$ cat config.mk
export PLATFORM = sky130hd
export DESIGN_NAME = i2s_clk_sched_flat
export DESIGN_NICKNAME = d
export VERILOG_FILES = /design/src/rtl/audio_clk_pkg.sv /design/src/rtl/i2s_clk_sched_if.sv /design/src/rtl/clk_half_cnt.sv /design/src/rtl/i2s_clk_sched.sv /design/src/flat_wrapper.sv
export SDC_FILE = /design/constraint.sdc
export NUM_CORES = 1
export LEC_CHECK = 0
export ABC_AREA = 0
export CORE_MARGIN = 2
export CORE_UTILIZATION = 55
export CTS_CLUSTER_DIAMETER = 50
export DETAILED_ROUTE_END_ITERATION = 7
export PLACE_DENSITY_LB_ADDON = 0.1
export SKIP_CTS_REPAIR_TIMING = 1
export SLEW_MARGIN = 5
export SYNTH_ARGS = -nofsm -noshare
export SYNTH_HDL_FRONTEND = slang
export SYNTH_SLANG_ARGS = --single-unit
$ cat constraint.sdc
create_clock -name clk_in -period 2.47 [get_ports clk_in]
set_input_delay 0.494 -clock clk_in [delete_from_list [all_inputs] [get_ports clk_in]]
set_output_delay 0.494 -clock clk_in [all_outputs]
set_load 0.02 [all_outputs]
$ cat src/rtl/audio_clk_pkg.sv
// Shared types and constants for the I2S clock scheduler.
// The scheduler state encoding and the divide/frame limits live here.
package audio_clk_pkg;

    typedef enum logic [1:0] {
        IDLE  = 2'd0,
        RUN   = 2'd1,
        DRAIN = 2'd2
    } sched_state_e;

    localparam int MIN_DIV            = 1;
    localparam int FRAME_BITS_DEFAULT = 32;

endpackage

$ cat src/rtl/i2s_clk_sched_if.sv
// Config handshake and clock/strobe outputs of the I2S clock scheduler.
// The scheduler is the slave; the controlling logic is the master.
interface i2s_clk_sched_if #(
    parameter int DIV_W = 8
);
    logic             enable;
    logic [DIV_W-1:0] cfg_div;
    logic             cfg_valid;
    logic             cfg_ready;
    logic             bclk;
    logic             lrclk;
    logic             bclk_rise;
    logic             bclk_fall;
    logic             frame_start;
    logic             busy;

    modport master (
        output enable, cfg_div, cfg_valid,
        input  cfg_ready, bclk, lrclk, bclk_rise, bclk_fall, frame_start, busy
    );

    modport slave (
        input  enable, cfg_div, cfg_valid,
        output cfg_ready, bclk, lrclk, bclk_rise, bclk_fall, frame_start, busy
    );
endinterface

$ cat src/rtl/clk_half_cnt.sv
// Half-period counter for bclk: counts 0..div while enabled, wraps on terminal count.
// Disabling it parks the count at zero so the next run starts a clean half period.
module clk_half_cnt #(
    parameter int DIV_W = 8
) (
    input  logic             clk,
    input  logic             reset,
    input  logic             en,
    input  logic [DIV_W-1:0] div,
    output logic             tc
);
    logic [DIV_W-1:0] cnt;

    assign tc = en & (cnt == div);

    always_ff @(posedge clk) begin
        if (reset || !en) begin
            cnt <= '0;
        end else if (tc) begin
            cnt <= '0;
        end else begin
            cnt <= cnt + 1'b1;
        end
    end
endmodule

$ cat src/rtl/i2s_clk_sched.sv
// I2S bit/word clock scheduler: derives bclk, lrclk and edge strobes from clk_in,
// deferring divide changes made while running to the next frame boundary.
module i2s_clk_sched
    import audio_clk_pkg::*;
#(
    parameter int DIV_W       = 8,
    parameter int FRAME_BITS  = FRAME_BITS_DEFAULT,
    parameter int DEFAULT_DIV = 3
) (
    input  logic           clk_in,
    input  logic           reset,
    i2s_clk_sched_if.slave bus
);
    localparam int BIT_W = $clog2(2 * FRAME_BITS);

    localparam logic [1:0] S_IDLE  = IDLE;
    localparam logic [1:0] S_RUN   = RUN;
    localparam logic [1:0] S_DRAIN = DRAIN;

    logic [1:0]       state;
    logic [DIV_W-1:0] div_q;
    logic [DIV_W-1:0] pend_q;
    logic [DIV_W-1:0] cfg_eff;
    logic             pend_valid;
    logic [BIT_W-1:0] bit_cnt;
    logic [BIT_W-1:0] bit_cnt_next;
    logic             bclk_q;
    logic             lrclk_q;
    logic             rise_q;
    logic             fall_q;
    logic             fs_q;
    logic             running;
    logic             tc;
    logic             fall_ev;
    logic             boundary;
    logic             going_idle;
    logic             accept;

    assign running    = (state != S_IDLE);
    assign accept     = bus.cfg_valid & ~pend_valid;
    assign cfg_eff    = (bus.cfg_div < DIV_W'(MIN_DIV)) ? DIV_W'(MIN_DIV) : bus.cfg_div;
    assign fall_ev    = tc & bclk_q;
    assign boundary   = fall_ev & (bit_cnt == BIT_W'(2 * FRAME_BITS - 1));
    assign going_idle = boundary & (state == S_DRAIN) & ~bus.enable;

    always_comb begin
        bit_cnt_next = bit_cnt;
        if (boundary) begin
            bit_cnt_next = '0;
        end else if (fall_ev) begin
            bit_cnt_next = bit_cnt + 1'b1;
        end
    end

    clk_half_cnt #(.DIV_W(DIV_W)) u_half_cnt (
        .clk   (clk_in),
        .reset (reset),
        .en    (running),
        .div   (div_q),
        .tc    (tc)
    );

    // The frame-boundary edge swaps in any pending divide; an offer accepted
    // on the same edge that drops to IDLE is applied directly instead.
    always_ff @(posedge clk_in) begin
        if (reset) begin
            state      <= S_IDLE;
            div_q      <= DIV_W'(DEFAULT_DIV);
            pend_q     <= '0;
            pend_valid <= 1'b0;
            bit_cnt    <= '0;
            bclk_q     <= 1'b0;
            lrclk_q    <= 1'b0;
            rise_q     <= 1'b0;
            fall_q     <= 1'b0;
            fs_q       <= 1'b0;
        end else begin
            rise_q <= 1'b0;
            fall_q <= 1'b0;
            fs_q   <= 1'b0;
            if (!running) begin
                if (accept) begin
                    div_q <= cfg_eff;
                end
                if (bus.enable) begin
                    state <= S_RUN;
                    fs_q  <= 1'b1;
                end
            end else begin
                if (tc) begin
                    bclk_q <= ~bclk_q;
                    rise_q <= ~bclk_q;
                    fall_q <= bclk_q & ~going_idle;
                end
                bit_cnt <= bit_cnt_next;
                lrclk_q <= (bit_cnt_next >= BIT_W'(FRAME_BITS));
                if (accept) begin
                    pend_q     <= cfg_eff;
                    pend_valid <= 1'b1;
                end
                if (boundary && pend_valid) begin
                    div_q      <= pend_q;
                    pend_valid <= 1'b0;
                end
                if (going_idle) begin
                    state <= S_IDLE;
                    if (accept) begin
                        div_q      <= cfg_eff;
                        pend_valid <= 1'b0;
                    end
                end else begin
                    state <= bus.enable ? S_RUN : S_DRAIN;
                    fs_q  <= boundary;
                end
            end
        end
    end

    assign bus.bclk        = bclk_q;
    assign bus.lrclk       = lrclk_q;
    assign bus.bclk_rise   = rise_q;
    assign bus.bclk_fall   = fall_q;
    assign bus.frame_start = fs_q;
    assign bus.busy        = running;
    assign bus.cfg_ready   = ~pend_valid;
endmodule

$ cat src/flat_wrapper.sv
// flat-port wrapper written by rule: the top's interface ports become plain ports
module i2s_clk_sched_flat import audio_clk_pkg::*;
#(
    parameter int DIV_W       = 8,
    parameter int FRAME_BITS  = FRAME_BITS_DEFAULT,
    parameter int DEFAULT_DIV = 3
)
  (clk_in, reset, bus_enable, bus_cfg_div, bus_cfg_valid, bus_cfg_ready, bus_bclk, bus_lrclk, bus_bclk_rise, bus_bclk_fall, bus_frame_start, bus_busy);
  i2s_clk_sched_if #(.DIV_W(DIV_W)) bus_i ();
  input  logic clk_in;
  input  logic reset;
  input wire logic [$bits(bus_i.enable)-1:0] bus_enable;
  input wire logic [$bits(bus_i.cfg_div)-1:0] bus_cfg_div;
  input wire logic [$bits(bus_i.cfg_valid)-1:0] bus_cfg_valid;
  output wire logic [$bits(bus_i.cfg_ready)-1:0] bus_cfg_ready;
  output wire logic [$bits(bus_i.bclk)-1:0] bus_bclk;
  output wire logic [$bits(bus_i.lrclk)-1:0] bus_lrclk;
  output wire logic [$bits(bus_i.bclk_rise)-1:0] bus_bclk_rise;
  output wire logic [$bits(bus_i.bclk_fall)-1:0] bus_bclk_fall;
  output wire logic [$bits(bus_i.frame_start)-1:0] bus_frame_start;
  output wire logic [$bits(bus_i.busy)-1:0] bus_busy;
  assign bus_i.enable = bus_enable;
  assign bus_i.cfg_div = bus_cfg_div;
  assign bus_i.cfg_valid = bus_cfg_valid;
  assign bus_cfg_ready = bus_i.cfg_ready;
  assign bus_bclk = bus_i.bclk;
  assign bus_lrclk = bus_i.lrclk;
  assign bus_bclk_rise = bus_i.bclk_rise;
  assign bus_bclk_fall = bus_i.bclk_fall;
  assign bus_frame_start = bus_i.frame_start;
  assign bus_busy = bus_i.busy;
  i2s_clk_sched #(.DIV_W(DIV_W), .FRAME_BITS(FRAME_BITS), .DEFAULT_DIV(DEFAULT_DIV)) u_core (.clk_in(clk_in), .reset(reset), .bus(bus_i));
endmodule
Yosys cells after proc, flatten, opt, wreduce, memory -nomap -nowiden. Index checks and enable logic that the tools add are counted.

Add/subtract/negate cells: 2. Order comparisons: 2. Equal/unequal tests: 3. Multiplexer cells: 19. Bitwise gates (word level): 13. Reductions and logical operators: 10.

Operators by type and width (count): $mux 8 (6); $mux 6 (2); $add 8x1->8 const B (1); $eq 8x8->1 (1); $lt 8x1->1 const B (1); $mux 2 (4); $and 1x1->1 (7); $mux 1 (7); $add 6x1->6 const B (1); $eq 6x6->1 const B (1); $ge 6x6->1 const B (1); $not 1->1 (6); $reduce_bool 2->1 (3); $reduce_and 2->1 (2); $reduce_or 3->1 (1); $eq 2x2->1 const B (1); $reduce_or 2->1 (1); $logic_and 1x1->1 (1); $logic_not 1->1 (1); $logic_or 1x1->1 (1).

Register bits after elaboration: 38. Input bits: 12. Output and inout bits: 7. Logic and storage cells: 60.

Logic depth before layout (Yosys ltp).
Word-level depth: 9. Gate-level depth with buffers: 7. Mapped depth without buffers: 6.

Hierarchy. A second synthesis with hierarchy kept.

Cell total of the unflattened synthesis: 200. Area, all modules: 1789.2 um^2.

Modules (own cells, without submodules): i2s_clk_sched (instances 1, cells each 152, area each 1315.0 um^2, sequential area each 580.6 um^2); clk_half_cnt (instances 1, cells each 48, area each 474.2 um^2, sequential area each 160.2 um^2).

Least setup slack after synthesis. Ideal clock, no wire load.

Kind: flip-flop to flip-flop. From: reg u_core.bclk_q, in the netlist u_core.bus.bclk. To: reg u_core.div_q[1]. Data arrival time: 1.812 ns. Data required time: 2.348 ns. Path slack: 0.537 ns. Cell stages (with the launch flop): 7. Path buffers: 1. Clock period less this slack: 1.933 ns. Path through: dfxtp_1 nand4_1 nor3_1 and4_1 buf_6 mux2_4 a221o_1.

Longest elaborated chain between the ends: 7.

Ends and longest elaborated chain: from (decl) (line i2s_clk_sched.sv:27) `logic bclk_q;`; from (signal assigned) (line i2s_clk_sched.sv:91) `bclk_q <= ~bclk_q;`; $and 1x1->1 * (line i2s_clk_sched.sv:42) `assign fall_ev = tc & bclk_q;`; $and 1x1->1 * (line i2s_clk_sched.sv:43) `assign boundary = fall_ev & (bit_cnt == BIT_W'(2 * FRAME_BITS - 1));`; $logic_and 1x1->1 (line i2s_clk_sched.sv:101) `if (boundary && pend_valid) begin`; $mux 8 (line i2s_clk_sched.sv:101); $mux 8 (line i2s_clk_sched.sv:107) `if (accept) begin`; $mux 8 * (line i2s_clk_sched.sv:105) `if (going_idle) begin`; $mux 8 * (line i2s_clk_sched.sv:81) `if (!running) begin`; to (signal assigned) (line i2s_clk_sched.sv:83) `div_q <= cfg_eff;`; to (signal assigned) (line i2s_clk_sched.sv:102) `div_q <= pend_q;`; to (signal assigned) (line i2s_clk_sched.sv:108) `div_q <= cfg_eff;`; to (decl) (line i2s_clk_sched.sv:21) `logic [DIV_W-1:0] div_q;`.

Mark *: on every way between the ends. The rest lies on a longest branch, timed or not. A chain may end at the register's enable or synchronous reset.

Worst setup path after layout.
From: reg u_core.state[1]. To: out bus_busy.

Longest elaborated chain between the ends: 1.

Ends and longest elaborated chain: from (decl) (line i2s_clk_sched.sv:20) `logic [1:0] state;`; from (signal assigned) (line i2s_clk_sched.sv:112) `state <= bus.enable ? S_RUN : S_DRAIN;`; $reduce_bool 2->1 (line i2s_clk_sched.sv:39) `assign running = (state != S_IDLE);`; to (decl) (line flat_wrapper.sv:21) `output wire logic [$bits(bus_i.busy)-1:0] bus_busy;`.

No other way between the ends.

==> flow_summary.json <==
{
  "start_util_pct": 58.4,
  "syn_inst": 207,
  "crit_type": "register to output port",
  "routed_wl_um": 4050,
  "ant_nets": 0,
  "worst_slew_pin_slew_ps": 453,
  "worst_ep_required_time_ps": 1980,
  "start_kind": "register",
  "grt_first_pass_wirelength_um": 6640,
  "r2r_cells": 5,
  "num_antenna_cells": 0,
  "maxCapViolations": 0,
  "maxSlewHeadroom_pct": 69.0,
  "fillers": 280,
  "syn_area_sq_um": 1810,
  "antenna_found_initial": 0,
  "r2r-start": "u_core.u_half_cnt.cnt[0]",
  "cp_max_fo": 9,
  "clkLatencyLatePin_ps": 340,
  "portBuffers": 18,
  "fin_util_pct": 68.4,
  "num_rows": 20,
  "root_buffer": "clkbuf_4",
  "core_region_area_sq_um": 3100,
  "cp_slowest_cell": "clkdlybuf4s50_1",
  "async_reset_ff_share_pct": 0,
  "synth_flop_cell": "dfxtp_1",
  "multi_input_area_sq_um": 995,
  "period_needed_ps": 2190,
  "numCtsBuffers": 5,
  "clkTransAtPathRegs_ps": 110,
  "hold_viol": 0,
  "fmax_ghz": 0.456,
  "hpwl_um": 3100,
  "clk_path_buf_depth": 2,
  "drive_gt1_share_pct": 9.83,
  "routedWlPerCell_um": 14.6,
  "whs_endpoint": "u_core.pend_q[3]",
  "grt.overflow.total": 0,
  "synth_edf_count": 0,
  "power.total_uw": 1160,
  "cpPeakStageDelay_ps": 570,
  "first_global_vias": 1481,
  "fin_tns_setup_ps": 0,
  "endpoint_kind": "output port",
  "cts_tree": "built",
  "min_path_cells": 2,
  "hp-class": "register to register",
  "worst_r2r_endpoint": "u_core.div_q[1]",
  "die_h_um": 61.4,
  "status": "finished, final reports clean",
  "grt_max_degree": 23,
  "nets": 247,
  "ir_drop_uv": 325,
  "synth_seq_cells": 38,
  "yosysUniqueCellTypes": 43,
  "p_leak_uw": 0.000766,
  "period_share_pct": 88.8,
  "track_usage_pct": 23.9,
  "drt-pass1-iter-count": 4,
  "clock_sinks": 38,
  "finalSetupViolCount": 0,
  "arrival_ps": 1700,
  "yosysWarnings": 0,
  "hold_start": "u_core.pend_q[3]",
  "synth_fp_nets": 221,
  "dieArea_sq_um": 3770,
  "r2r_slack_ps": 440,
  "powerDensity_nw_per_um2": 546,
  "rsz0062_at_grt": "false",
  "place_congestion": 0.905,
  "fin_skew_ps": 8.09,
  "htree_num_levels": 2,
  "vias": 1617,
  "die_w_um": 61.4,
  "path_cells": "nor2_4, inv_1, clkdlybuf4s50_1",
  "avgViaCountPerCell": 5.82,
  "areaGrowthSynthToFinish_pct": 17.1,
  "syn_area_per_cell_sq_um": 8.75,
  "synth.yosys.seq_area_share_pct": 42.0,
  "ios": 19,
  "drc_errors": 0,
  "drv_slew": 0,
  "drt_iter0_markers": 110,
  "ff_latch_area_sq_um": 761
}
placed cells by master, fill, tap and decap left out, types with 2 or more instances in the layout:
| cell | netlist | routed |
|---|---|---|
| or3_1 | 2 | 2 |
| nor3_1 | 6 | 6 |
| a21oi_1 | 16 | 16 |
| or2_2 | 2 | 2 |
| dfxtp_1 | 38 | 38 |
| ha_1 | 2 | 2 |
| buf_4 | 1 | 6 |
| clkbuf_4 | 0 | 5 |
| nand2_1 | 23 | 23 |
| xor2_1 | 12 | 12 |
| nand3_1 | 8 | 8 |
| xnor2_1 | 2 | 2 |
| nor2b_1 | 2 | 2 |
| nand4_1 | 5 | 5 |
| and3_1 | 3 | 3 |
| o21ai_0 | 9 | 9 |
| clkdlybuf4s50_1 | 0 | 18 |
| nor2_1 | 21 | 21 |
| inv_1 | 7 | 7 |
| nor4_1 | 4 | 4 |
| a211oi_1 | 13 | 13 |
| mux2i_1 | 7 | 7 |
worst max-delay path: cells and delay by family (launching register included):
| family | cells | cell delay (ps) |
|---|---|---|
| buffers and inverters | 2 | 730 |
| DFF | 1 | 370 |
| and+or+nand+nor | 1 | 270 |
cells by family (layout without fill, tap and decap cells):
| group | Yosys count | count (layout) | share of synthesized area (%) |
|---|---|---|---|
| compound gates | 48 | 48 | 16.9 |
| simple gates | 84 | 84 | 24.3 |
| fa+ha+maj | 2 | 2 | 1.38 |
| mux | 8 | 8 | 4.70 |
| buf+inv | 12 | 39 | 3.11 |
| flops | 38 | 38 | 42.0 |
| xor+xnor | 15 | 15 | 7.67 |
power breakdown:
group	switching, uW	internal, uW	leakage, uW
logic	93.0	71.8	0.000420
registers	22.9	638	0.000310
clock network	195	138	0.0000353
worst max path at each step:
stage,from,endpoint,cells after the start
finish,u_core.state[1],bus_busy,3
global route,u_core.state[1],bus_busy,3
CTS,u_core.state[1],bus_busy,3
detailed placement,bus_enable,u_core.div_q[4],6
global placement,bus_enable,u_core.div_q[4],6
floorplan,u_core.bus.bclk,u_core.div_q[1],6
synthesized netlist by cell type, drive strengths merged (2+ instances only):
| cell type | count | area share (%) |
|---|---|---|
| nor2b | 2 | 0.69 |
| and3 | 3 | 1.0 |
| buf | 3 | 1.2 |
| mux2i | 7 | 3.9 |
| nand4 | 6 | 2.4 |
| nor4 | 6 | 3.2 |
| or2 | 2 | 0.69 |
| a211oi | 13 | 5.4 |
| nand3 | 8 | 2.2 |
| nor2 | 22 | 5.0 |
| a21oi | 17 | 4.9 |
| ha | 2 | 1.4 |
| o21ai | 9 | 2.5 |
| clkbuf | 2 | 0.41 |
| nand2 | 23 | 4.8 |
| xor2 | 13 | 6.7 |
| dfxtp | 38 | 42 |
| inv | 7 | 1.5 |
| xnor2 | 2 | 0.97 |
| nor3 | 7 | 2.2 |
| or3 | 2 | 0.69 |
stage by stage:
stage                     setup slack (ps)  area (sq um)  std cells  hold slack, ps
after floorplan                        537          1810        207             436
after global routing                   222          2120        278             495
final                                  277          2120        278             467
after detailed placement              34.9          2060        270             453
after CTS                              276          2120        278             467
after global placement                 104          2060        270             448
layout make-up:
type	count	area share, %
clock buffers	7	2.59
clock inverters	1	0.236
inverters	7	1.24
multi-input cells	157	46.9
flip-flops and latches	38	35.8
well taps	44	2.59
repair buffers	24	10.6
metal layers:
layer / vias up / track usage (%) / share of wire (%)
met5: - / 0 / 0
met4: 0 / 8.21 / 1.3
met3: 7 / 4.41 / 5.7
met2: 46 / 38.6 / 47
met1: 757 / 32.4 / 46
li1: 807 / - / -
registers in the layout, indices dropped and copies added (netlist names):
| register | cells |
|---|---|
| u_core.div_q | 8 |
| u_core.pend_q | 8 |
| u_core.u_half_cnt.cnt | 8 |
| u_core.bit_cnt | 6 |
| u_core.state | 2 |
| u_core.bus.bclk | 1 |
| u_core.bus.bclk_fall | 1 |
| u_core.bus.bclk_rise | 1 |
| u_core.bus.frame_start | 1 |
| u_core.bus.lrclk | 1 |
| u_core.pend_valid | 1 |
Power figures use the tool's default switching activity.
